### src/rtl/logic_unit_pipe.sv
// Single-stage bitwise logic unit with accumulator feedback,
// valid/ready handshake and a saturating transaction counter.
module logic_unit_pipe #(
    parameter int WIDTH = 8,
    parameter int CNT_W = 16
) (
    input  logic             clk,
    input  logic             rst_n,
    input  logic             in_valid,
    output logic             in_ready,
    input  logic [2:0]       op,
    input  logic [WIDTH-1:0] a,
    input  logic [WIDTH-1:0] b,
    input  logic             acc_en,
    input  logic             acc_clr,
    output logic             out_valid,
    input  logic             out_ready,
    output logic [WIDTH-1:0] y,
    output logic             zero,
    output logic             parity,
    output logic [CNT_W-1:0] op_count
);

    typedef enum logic {
        S_EMPTY = 1'b0,
        S_FULL  = 1'b1
    } state_t;

    state_t            r_state;
    state_t            w_next;
    logic              w_accept;
    logic [WIDTH-1:0]  w_b_eff;
    logic [WIDTH-1:0]  w_res;
    logic [WIDTH-1:0]  r_acc;
    logic [WIDTH-1:0]  r_y;
    logic              r_zero;
    logic              r_parity;
    logic [CNT_W-1:0]  r_cnt;

    // in_ready depends only on registered state and out_ready
    assign in_ready = !out_valid || out_ready;
    assign w_accept = in_valid && in_ready;

    assign w_b_eff = !acc_en ? b :
                     acc_clr ? '0 : r_acc;

    always_comb begin
        w_res = '0;
        unique case (op)
            3'b000: w_res = a & w_b_eff;
            3'b001: w_res = a | w_b_eff;
            3'b010: w_res = ~(a & w_b_eff);
            3'b011: w_res = ~(a | w_b_eff);
            3'b100: w_res = a ^ w_b_eff;
            3'b101: w_res = ~(a ^ w_b_eff);
            3'b110: w_res = ~a;
            3'b111: w_res = a;
        endcase
    end

    always_ff @(posedge clk or negedge rst_n) begin
        if (!rst_n) begin
            r_state <= S_EMPTY;
        end else begin
            r_state <= w_next;
        end
    end

    always_comb begin
        w_next = r_state;
        unique case (r_state)
            S_EMPTY: if (w_accept) w_next = S_FULL;
            S_FULL:  if (out_ready && !w_accept) w_next = S_EMPTY;
        endcase
    end

    always_comb begin
        out_valid = 1'b0;
        unique case (r_state)
            S_EMPTY: out_valid = 1'b0;
            S_FULL:  out_valid = 1'b1;
        endcase
    end

    always_ff @(posedge clk or negedge rst_n) begin
        if (!rst_n) begin
            r_y      <= '0;
            r_zero   <= 1'b1;
            r_parity <= 1'b0;
        end else if (w_accept) begin
            r_y      <= w_res;
            r_zero   <= (w_res == '0);
            r_parity <= ^w_res;
        end
    end

    // A clear without an accept wipes the accumulator
    always_ff @(posedge clk or negedge rst_n) begin
        if (!rst_n) begin
            r_acc <= '0;
        end else if (w_accept) begin
            r_acc <= w_res;
        end else if (acc_clr) begin
            r_acc <= '0;
        end
    end

    always_ff @(posedge clk or negedge rst_n) begin
        if (!rst_n) begin
            r_cnt <= '0;
        end else if (w_accept && (r_cnt != '1)) begin
            r_cnt <= r_cnt + 1'b1;
        end
    end

    assign y        = r_y;
    assign zero     = r_zero;
    assign parity   = r_parity;
    assign op_count = r_cnt;

endmodule

### config.mk
export PLATFORM = sky130hd
export DESIGN_NAME = logic_unit_pipe
export DESIGN_NICKNAME = d
export VERILOG_FILES = /design/src/rtl/logic_unit_pipe.sv
export SDC_FILE = /design/constraint.sdc
export NUM_CORES = 1
export LEC_CHECK = 0
export CAP_MARGIN = 10
export CORE_MARGIN = 8
export CORE_UTILIZATION = 35
export CTS_CLUSTER_DIAMETER = 30
export DETAILED_ROUTE_END_ITERATION = 6
export SLEW_MARGIN = 40
export SYNTH_ARGS = -nofsm -noshare
export SYNTH_HDL_FRONTEND = slang
export SYNTH_SLANG_ARGS = --single-unit
### constraint.sdc
create_clock -name clk -period 7.85 [get_ports clk]
set_input_delay 0.785 -clock clk [delete_from_list [all_inputs] [get_ports clk]]
set_output_delay 0.785 -clock clk [all_outputs]
set_load 0.02 [all_outputs]
# Yosys cells after proc, flatten, opt, wreduce, memory -nomap -nowiden
# Index checks and enable logic that the tools add are counted.
# W data, S select, Z words.
op_classes:
  add_sub_neg: 1
  n_eq_ne: 8
  n_mux: 8
  n_bitwise: 8
  n_reduce_logical: 9
op_table:
  columns: ["operator", "n"]
  rows:
  - ["$pmux W8 S8", 1]
  - ["$not A8 Y8", 4]
  - ["$mux W8", 3]
  - ["$add A16 B1 Y16 const B", 1]
  - ["$ne A16 B16 Y1 const B", 1]
  - ["$eq A3 B3 Y1 const B", 4]
  - ["$and A8 B8 Y8", 1]
  - ["$logic_not A8 Y1", 1]
  - ["$or A8 B8 Y8", 1]
  - ["$reduce_xor A8 Y1", 1]
  - ["$xor A8 B8 Y8", 1]
  - ["$eq A3 B2 Y1 const B", 2]
  - ["$pmux W1 S2", 2]
  - ["$eq A3 B1 Y1 const B", 1]
  - ["$logic_and A1 B1 Y1", 3]
  - ["$logic_not A3 Y1", 1]
  - ["$logic_not A1 Y1", 2]
  - ["$mux W1", 2]
  - ["$logic_or A1 B1 Y1", 1]
  - ["$not A1 Y1", 1]
totals:
  regBits: 35
  input_bits: 25
  out_inout_bits: 28
  elab_cells: 40

# Longest topological paths before layout
depth:
  ltp_word: 9
  ltp_mapped: 12

# Least setup slack after synthesis
# OpenSTA, ideal clock, no wires.
synth_timing:
  path_kind: "input port to flip-flop"
  start: "input acc_en"
  end: "register r_parity, in the netlist parity"
  arrival_time_ps: 3172
  required_ps: 7720
  slack_ps: 4548
  stages: 10
  path_buffers: 1
  path_cell_list: "clkbuf_1 > mux2_2 > ha_1 > or2_2 > mux4_2 > a21o_1 > ha_1 > xnor2_1 > xnor2_1 > o21ai_0"
synth_via:
  elab_chain_len: 5
synth_lines:
  columns: ["item", "line", "text"]
  rows:
  - ["start, declared", "14", "input logic acc_en,"]
  - ["$mux W8 (*)", "44", "assign w_b_eff = !acc_en ? b :"]
  - ["$xor A8 B8 Y8, or another cell as far along", "54, 55", null]
  - ["$not A8 Y8 (on tied branches)", "55, 52, 53", null]
  - ["$pmux W8 S8 (*)", "49", "unique case (op)"]
  - ["$reduce_xor A8 Y1 (*)", "93", "r_parity <= ^w_res;"]
  - ["end signal, assigned", "93", null]
  - ["end, declared", "37", "logic r_parity;"]
# Every way passes the cells marked *; elsewhere a longest branch is shown, timed or not.
# A chain may end at the register's enable or synchronous reset.

# Final worst setup path
# Ends and elaborated chain as after synthesis.

==> flow_summary.json <==
{
  "synth-xor-area-share_pct": 7.14,
  "core-area_mm2": 0.00761,
  "p_per_area_mw_per_mm2": 192,
  "grt_overflow": 0,
  "ys_async_sr_fraction_pct": 100,
  "routed-wl-met3_um": 304,
  "switchingPower_mw": 0.233,
  "total_power_mw": 0.647,
  "die-area_mm2": 0.0108,
  "grt_usage_pct": 12.1,
  "dp_hpwl_um": 4950,
  "ys.flop_type": "dfrtp_1",
  "htreeDepth": 2,
  "grt_max_degree": 44,
  "cts_made_buffers": 5,
  "port_buffers": 52,
  "cp-end-kind": "flop",
  "drtIter0Drc": 58,
  "crit_type": "in -> reg",
  "cts_tree": "done",
  "top_layer": "met4",
  "min_period_over_period_pct": 45.7,
  "slew_headroom_pct": 51.9,
  "yosysTopAreaCellShare_pct": 31.5,
  "area_delta_synth_final_pct": 24.8,
  "rows": 32,
  "wl_per_cell_um": 14.5,
  "root_buffer": "clkbuf_8",
  "synth_seq_cells": 35,
  "crit_buf_inv": 1,
  "met2_length_um": 2890,
  "cts.clk_slew.worst_paths_ns": 0.07,
  "finalSetupViolations": 0,
  "instances_no_fill": 433,
  "slowest_delay_ns": 0.68,
  "num_vias": 2121,
  "fp.dieH_um": 104,
  "antenna_cells": 0,
  "period_needed_ns": 3.59,
  "drc": 0,
  "finalClockSkew_ns": 0.0117,
  "ir_drop_v": 0.0000637,
  "start_util_pct": 35.5,
  "syn_inst": 282,
  "synth_edf_count": 0,
  "syn-cell-area_mm2": 0.00270,
  "hp-start": "zero$_DFFE_PN1P_",
  "ys_seq_area_share_pct": 32.5,
  "yosys.area_share.simple_pct": 22.4,
  "grt_pass1_vias": 2189,
  "cts_setup_buffers": 0,
  "crit_family": "multiplexers",
  "cp.arrival_ns": 3.73,
  "syn_avg_cell_area_um2": 9.57,
  "drive_gt1_share_pct": 12.4,
  "synth.area.top_cells": "dfrtp_1, ha_1, mux2_2, xor2_1, inv_1",
  "crit_chain": "clkdlybuf4s50_1 > mux2_2 > ha_1 > or2_2 > mux4_2 > a21o_1 > ha_1 > xnor2_1 > xnor2_1 > o21ai_0",
  "rsz0062_at_grt": "false",
  "synth_top_family_by_area": "simple AND/OR/NAND/NOR gates",
  "fmax_ghz": 0.279,
  "synth-compound-area-share_pct": 12.0,
  "firstDrtPassIters": 4,
  "crit_path_top_delay_cell": "clkdlybuf4s50_1",
  "wl_met1_um": 3000,
  "ctsResizeCount": 0,
  "p_int_mw": 0.414,
  "dpl.cell_count": 425,
  "muxShareOfSynthArea_pct": 9.97,
  "antenna_found_initial": 0,
  "hold_class": "reg -> reg",
  "report.final.slew_viol_count": 0,
  "yosys_warnings": 0,
  "setup_tns_ns": 0,
  "vias_per_cell": 4.90,
  "yosys.area.top_type": "dfrtp_1",
  "io_pins": 53,
  "required_ns": 7.99,
  "synthAdderAreaFrac_pct": 9.74,
  "grt_pass1_wl_um": 10900,
  "gp_congestion": 0.790,
  "p_clk_share_pct": 19.0,
  "final-seq-area_um2": 877,
  "swShare_pct": 36.0,
  "hold_violations": 0,
  "drt_wl_total_um": 6290,
  "insertion_delay_ns": 0.28,
  "die_w_um": 104,
  "start_kind": "input port",
  "crit_start": "acc_en",
  "status": "complete, no violations",
  "ctsHoldBuffers": 0,
  "seqPwrFrac_pct": 39.6,
  "rr_startpoint": "r_acc[1]$_DFF_PN0_",
  "p_comb_share_pct": 41.4,
  "nets": 376,
  "fillerInstances": 750,
  "clock_sinks": 35,
  "tightest_slew_ns": 0.717,
  "maxCapViolCount": 0,
  "p_leak_nw": 1.51,
  "multi_input_area_mm2": 0.00166,
  "ys_types": 47,
  "clockBufferDepth": 2,
  "route.antenna.remaining_nets": 0,
  "syn_nets": 328,
  "cp_max_fo": 8
}
==> power by group through the flow <==
stage | clock (mW) | combinational (mW) | sequential (mW)
6_report | 0.123 | 0.268 | 0.256
5_1_grt | 0.133 | 0.296 | 0.264
4_1_cts | 0.126 | 0.272 | 0.256
3_5_place_dp | 0 | 0.271 | 0.259
3_3_place_gp | 0 | 0.267 | 0.258
2_1_floorplan | 0 | 0.124 | 0.290
==> cell usage in the layout (no fill, tap or decap), drive strengths merged, types with 9 or more instances in the layout <==
cell type and count:
xnor2 9, nand3 9, clkdlybuf4s50 52, inv 24, nand2 21, nor2b 11
mux2 17, nand2b 12, xor2 13, dfrtp 34, ha 21, a21o 9
==> cells by family after synthesis <==
kind of cell / count (synthesis)
simple gates: 102
flops: 35
xor+xnor: 22
mux: 21
fa+ha+maj: 21
compound gates: 44
buf+inv: 37
==> final cells by class <==
type,instances,share of cell area (%)
Clock buffer,7,2.27
Inverter,24,2.68
Clock inverter,1,0.149
Sequential cell,35,26.0
Multi-Input combinational cell,210,49.2
Timing Repair Buffer,54,15.9
Tap cell,102,3.79
==> cell usage after synthesis (3+ instances only) <==
library cell,n
nand3_1,9
nand2b_1,12
clkbuf_1,4
nand4_1,7
nor3_1,6
ha_1,21
buf_2,6
o21bai_1,3
mux2_2,15
o211ai_1,5
and2_1,3
nor4_1,4
a21o_1,9
and3b_1,4
o22ai_1,4
nor3b_1,5
o221ai_1,3
nand2_1,20
a21oi_1,6
xnor2_1,9
dfrtp_1,34
o21ai_0,4
mux4_2,3
or2b_1,3
nor2_1,6
a211oi_1,3
inv_1,24
xor2_1,13
or2_2,4
nor2b_1,11
a211oi_2,3
==> state kept, by name, indices dropped and copies added, names as in the netlist <==
signal and flops:
op_count 16, r_acc 8, y 8, parity 1, r_state 1, zero 1
==> worst reg2reg max path: stages (launching register included) <==
cell     delay, ns
dfrtp_1       0.36
nor2b_1       0.14
mux2_2        0.31
ha_1          0.22
or2_2         0.27
mux4_2        0.50
a21o_1        0.19
ha_1          0.28
xnor2_1       0.17
xnor2_1       0.13
o21ai_0       0.08
==> metal layers <==
metal	GRT usage, %	up-vias
li1	-	1084
met3	3.22	7
met1	15.5	983
met5	0	-
met4	3.62	0
met2	19.3	47
==> final timing paths <==
kind | to | slack [ns] | cells past startpoint
max in group asynchronous | zero$_DFFE_PN1P_ | 6.57 | 2
min in group asynchronous | op_count[8]$_DFFE_PN0P_ | 0.92 | 2
setup / recovery | parity$_DFFE_PN0P_ | 4.26 | 10
setup reg to reg | parity$_DFFE_PN0P_ | 5.06 | 10
hold / removal | zero$_DFFE_PN1P_ | 0.49 | 2
hold reg to reg | zero$_DFFE_PN1P_ | 0.49 | 2
==> stage by stage <==
stage                     util [%]  hold WS (ns)  cell area (um2)  worst slack, ns
after floorplan                  -         0.489             2700             4.55
after global placement        43.2         0.466             3280             3.95
after detailed placement      43.2         0.483             3290             3.95
after CTS                     44.3         0.493             3370             4.26
after global routing          44.3         0.521             3370             4.11
final                         44.3         0.491             3370             4.26
(Power assumes the default switching activity.)
==> variant 1: new RTL, config.mk and constraints unchanged <==
The parameter `WIDTH` goes from 8 to 6.
--- a/src/rtl/logic_unit_pipe.sv
+++ b/src/rtl/logic_unit_pipe.sv
@@ -2,5 +2,5 @@
 // valid/ready handshake and a saturating transaction counter.
 module logic_unit_pipe #(
-    parameter int WIDTH = 8,
+    parameter int WIDTH = 6,
     parameter int CNT_W = 16
 ) (
Ports: changed (resized a, b and y); port bits go from 53 to 47. The function was not compared with the original's and may differ.
==> variant 1 against the original RTL <==
Area after synthesis is 18% lower. Hold slack worse by 0.0045 ns. Worst setup slack better by 0.15 ns. Final area is 16% lower. Count of clock-buffer cells in the layout is 1 higher. Routed wire length is 23% lower. Power is 16% lower. Sequential cell count is 4 lower. Clock power is 9.8% higher. Critical path type unchanged. Largest power group is now registers.
==> variant 1: results (changes against the original RTL) <==
grt_pass1_wl_um: 8330  # -24%
cts-root-buf: "clkbuf_8"
critPathMaxFanout: 6  # -2
ir_drop_mv: 0.0993  # +56%
wl_met2_um: 2170  # -25%
yosys_warnings: 0  # unchanged
highest_layer: "met4"
largest_register_ffs: 16  # unchanged
synth-seq-area-share_pct: 35.2  # +2.7 points
port_buffers: 46  # -12%
drt-pass1-iter-count: 4  # unchanged
vias: 1780  # -16%
postSynthNetCount: 273  # -17%
clock_skew_ns: 0.00639  # -0.00536 ns
synth_area_leaders: "dfrtp_1, ha_1, xor2_1"
antenna_found_initial: 0  # unchanged
fill_cells: 621  # -17%
max-slew-margin-rel_pct: 52.1  # +0.19 points
cts-htree-levels: 2  # unchanged
hold_class: "register to register"
fin_nets: 317  # -16%
place_area_mm2: 0.00272  # -17%
grt_pass1_vias: 1717  # -22%
drtIter0Drc: 106  # +83%
grt_max_degree: 32  # -27%
crit_arrival_ns: 3.58  # -0.15 ns
via_per_inst: 4.97  # +1.5%
dp_hpwl_um: 3740  # -24%
drt-met1-wl_um: 2300  # -23%
synth_area_per_cell_um2: 9.36  # -2.2%
antenna_cells: 0  # unchanged
p_leak_nw: 1.29  # -15%
stdcell_area_mm2: 0.00282  # -16%
setup.worst_path.start_class: "primary input"
dp_cells: 350  # -18%
drive_gt1_share_pct: 9.96  # -2.4 points
status: "completed"
cts-resized-gates: 0  # unchanged
gp_congestion: 0.780  # -1.3%
pre_cts_slack_ns: 4.09  # +0.148 ns
post_cts_buffers: 0  # unchanged
wl_met3_um: 287  # -5.6%
clk_latency_ns: 0.28  # about the same
clkTransAtPathRegs_ns: 0.06
clk_path_buf_depth: 2  # unchanged
yosys-top-cells-count: "dfrtp_1, nand2_1, ha_1, inv_1"
wl_per_cell_um: 13.5  # -7.2%
groute.usage.overall_pct: 11.3  # -0.76 points
-- variant 1: changes by cell type after synthesis, sizes merged, moves of 4 or more --
cell | before | now
ha | 21 | 16
mux2 | 17 | 13
dfrtp | 34 | 30
o21ai | 4 | 10
nor2 | 7 | 11
inv | 24 | 14
nor4 | 7 | 3
xnor2 | 9 | 4
-- variant 1: critical path: stages --
cell	delay, ns
clkdlybuf4s50_1	0.63
mux2_2	0.40
inv_1	0.06
ha_1	0.22
nor3b_1	0.15
nor4_2	0.33
nor2_1	0.10
o21ai_0	0.22
ha_1	0.29
xor2_1	0.18
xnor2_1	0.13
o21ai_0	0.08
-- variant 1: path summary, 6_finish.rpt --
check,cells past startpoint,slack [ns],endpoint,start
min in group asynchronous,2,0.90,r_state,rst_n
worst min-delay path,1,0.49,y[4],y[4]
worst max register to register,12,5.17,parity,r_acc[2]
worst min register to register,1,0.49,y[4],y[4]
worst max-delay path,12,4.41,parity,acc_en
max in group asynchronous,2,6.62,zero,rst_n
-- variant 1: layout make-up --
class | count | share of cell area, %
inverters | 14 | 1.86
well taps | 77 | 3.42
flip-flops and latches | 31 | 27.6
multi-input cells | 181 | 47.2
repair buffers | 47 | 16.4
clock buffers | 8 | 3.55
-- variant 1: power by group --
part / internal (mW) / total, mW / switching [mW]
logic: 0.0982 / 0.194 / 0.0963
registers: 0.187 / 0.214 / 0.0264
clock network: 0.0799 / 0.135 / 0.0555
total: 0.365 / 0.543 / 0.178
-- variant 1: routing by layer --
metal | vias up | track usage, %
li1 | 912 | -
met1 | 827 | 15.2
met2 | 36 | 17.1
met3 | 5 | 3.15
met4 | 0 | 3.46
met5 | - | 0
-- variant 1: kinds of logic after synthesis --
| family | after synthesis | synth area share, % |
|---|---|---|
| compound gates | 42 | 12.5 |
| xor+xnor | 15 | 5.95 |
| fa+ha+maj | 16 | 9.06 |
| buf+inv | 24 | 4.70 |
| flops | 31 | 35.2 |
| mux | 15 | 7.53 |
| simple gates | 93 | 25.1 |
-- variant 1: through the flow --
| stage | power [mW] | hold slack (ns) |
|---|---|---|
| 2_1_floorplan | 0.329 | 0.489 |
| 3_3_place_gp | 0.411 | 0.466 |
| 3_5_place_dp | 0.414 | 0.478 |
| 4_1_cts | 0.553 | 0.492 |
| 5_1_grt | 0.584 | 0.516 |
| 6_report | 0.543 | 0.487 |
==> variant 2: new RTL, same flow settings <==
Without the edit above. Reset style: synchronous (`rst_n`), changed in 4 clocked blocks.
--- a/src/rtl/logic_unit_pipe.sv
+++ b/src/rtl/logic_unit_pipe.sv
@@ -59,5 +59,5 @@
     end
 
-    always_ff @(posedge clk or negedge rst_n) begin
+    always_ff @(posedge clk) begin
         if (!rst_n) begin
             r_state <= S_EMPTY;
@@ -83,5 +83,5 @@
     end
 
-    always_ff @(posedge clk or negedge rst_n) begin
+    always_ff @(posedge clk) begin
         if (!rst_n) begin
             r_y      <= '0;
@@ -96,5 +96,5 @@
 
     // A clear without an accept wipes the accumulator
-    always_ff @(posedge clk or negedge rst_n) begin
+    always_ff @(posedge clk) begin
         if (!rst_n) begin
             r_acc <= '0;
@@ -106,5 +106,5 @@
     end
 
-    always_ff @(posedge clk or negedge rst_n) begin
+    always_ff @(posedge clk) begin
         if (!rst_n) begin
             r_cnt <= '0;
Check against the original RTL: differs if rst_n is asserted again (counterexample within 4 cycles, from zero or initial values and one cycle with rst_n low); with rst_n held inactive, the same outputs for 10 cycles.
==> variant 2 against the original RTL <==
Final area decreased by 7.6%. Core utilization increased by 1.5 points. Routed wire length decreased by 9.6%. Hold slack got worse by 0.034 ns. Sequential cell count unchanged. Worst setup slack got worse by 0.067 ns. Area after synthesis decreased by 9.5%. Final cell count decreased by 3.9%. Non-clock buffer count decreased by 1. Critical path type unchanged. Critical endpoint is now parity.
Power is not compared: it rests on default switching activity, and its combinational part moved more than twofold at a synthesized area within 25%.
==> variant 2: results (changes against the original RTL) <==
crit_family: "multiplexers"
ir_drop_mv: 0.0656
worstReg2RegEnd: "parity"
drive_gt1_share_pct: 10.3  # -2.1 points
cts-root-buf: "clkbuf_8"
grt_pass1_vias: 2010  # -8.2%
numCtsBuffers: 5  # unchanged
grt_pass1_wl_um: 9430  # -14%
synth_edf_count: 0  # unchanged
cts-htree-levels: 2  # unchanged
clk_path_buf_depth: 2  # unchanged
clk_latency_ns: 0.28  # about the same
synth-seq-area-share_pct: 28.7  # -3.8 points
wl_per_cell_um: 13.7  # -5.9%
status: "completed"
drtIter0Drc: 49  # -16%
max-slew-margin-rel_pct: 48.7  # -3.1 points
clock_skew_ns: 0.00327  # -0.00847 ns
postSynthNetCount: 318  # -3.0%
cpPeakStageDelay_ns: 0.72  # +0.04 ns
hold_class: "register to register"
endpoint: "parity"
hp-start: "y[5]"
port_buffers: 52  # unchanged
critPathMaxFanout: 8  # unchanged
p_leak_nw: 1.16
r2r_setup_slack_ns: 5.10  # +0.04 ns
slowest_stage: "clkdlybuf4s50_1"
final.min_clock_period_ns: 3.66  # +0.0674 ns
timing.rr.start: "r_acc[6]"
gp_congestion: 0.766  # -3.1%
grt_max_degree: 31  # -30%
post_cts_buffers: 0  # unchanged
pre_cts_slack_ns: 3.89  # -0.0530 ns
synth_area_leaders: "dfxtp_1, ha_1, xnor2_1"
antenna_found_initial: 0  # unchanged
synth.distinct_cells: 46  # -2.1%
yosys-top-cells-count: "dfxtp_1, nand2_1, ha_1, xnor2_1, inv_1"
dp_hpwl_um: 4450  # -10%
async_flop_share_pct: 0  # -100 points
worstSetupStartpoint: "acc_en"
yosys_warnings: 0  # unchanged
place_area_mm2: 0.00301  # -8.3%
largest_register_ffs: 16  # unchanged
clkTransAtPathRegs_ns: 0.07  # about the same
groute.usage.overall_pct: 11.6  # -0.49 points
fin_nets: 365  # -2.9%
via_per_inst: 4.91  # +0.31%
crit_arrival_ns: 3.84  # +0.11 ns
drt-pass1-iter-count: 5  # +1
==> variant 2: metrics by stage <==
stage | hold WS [ns] | power, mW | std cells
final | 0.457 | 0.468 | 416
after global routing | 0.489 | 0.498 | 416
after CTS | 0.461 | 0.475 | 416
after detailed placement | 0.453 | 0.330 | 408
after global placement | 0.440 | 0.327 | 408
after floorplan | 0.525 | 0.286 | 272
==> variant 2: metal layers <==
metal  GRT usage (%)  up-vias  share of wire, %
met5               0        -                 0
met4            2.44        0              0.21
met3            3.70        2               6.4
met2            20.1       53                48
met1            13.5      943                45
li1                -     1046                 -
==> variant 2: cell families after synthesis <==
kind of cell / share of synthesized area [%]
fa+ha+maj: 10.8
xor+xnor: 7.17
buf+inv: 6.50
mux: 15.4
flops: 28.7
compound gates: 11.9
simple gates: 19.6
==> variant 2: worst min-delay path by stage <==
stage | endpoint | slack, ns | cells after the start
after global placement | y[5] | 0.44 | 2
after CTS | y[5] | 0.46 | 2
final | y[5] | 0.46 | 2
after detailed placement | y[5] | 0.45 | 2
after floorplan | y[0] | 0.53 | 2
after global routing | y[5] | 0.49 | 2
==> variant 2: cell type report <==
type                       count  area (µm²)
fill                         665        3680
timing repair buffer          53         528
multi-input combinational    203        1580
sequential                    35         701
tap                           96         120
inverter                      21        78.8
clock buffer                   8         100
==> variant 2: report_power, final <==
part | leakage (nW) | internal (mW) | switching, mW
logic | 0.819 | 0.0664 | 0.0651
clock network | 0.0515 | 0.0801 | 0.0628
registers | 0.286 | 0.188 | 0.00562
total | 1.16 | 0.334 | 0.134
==> variant 2: worst reg2reg max path: stages, from the launching register on <==
cell	delay, ns
dfxtp_1	0.30
nor2b_1	0.13
mux2_2	0.29
inv_1	0.06
ha_1	0.23
mux2_1	0.30
mux4_2	0.50
ha_1	0.32
xnor2_1	0.19
xnor2_1	0.11
a211oi_1	0.22
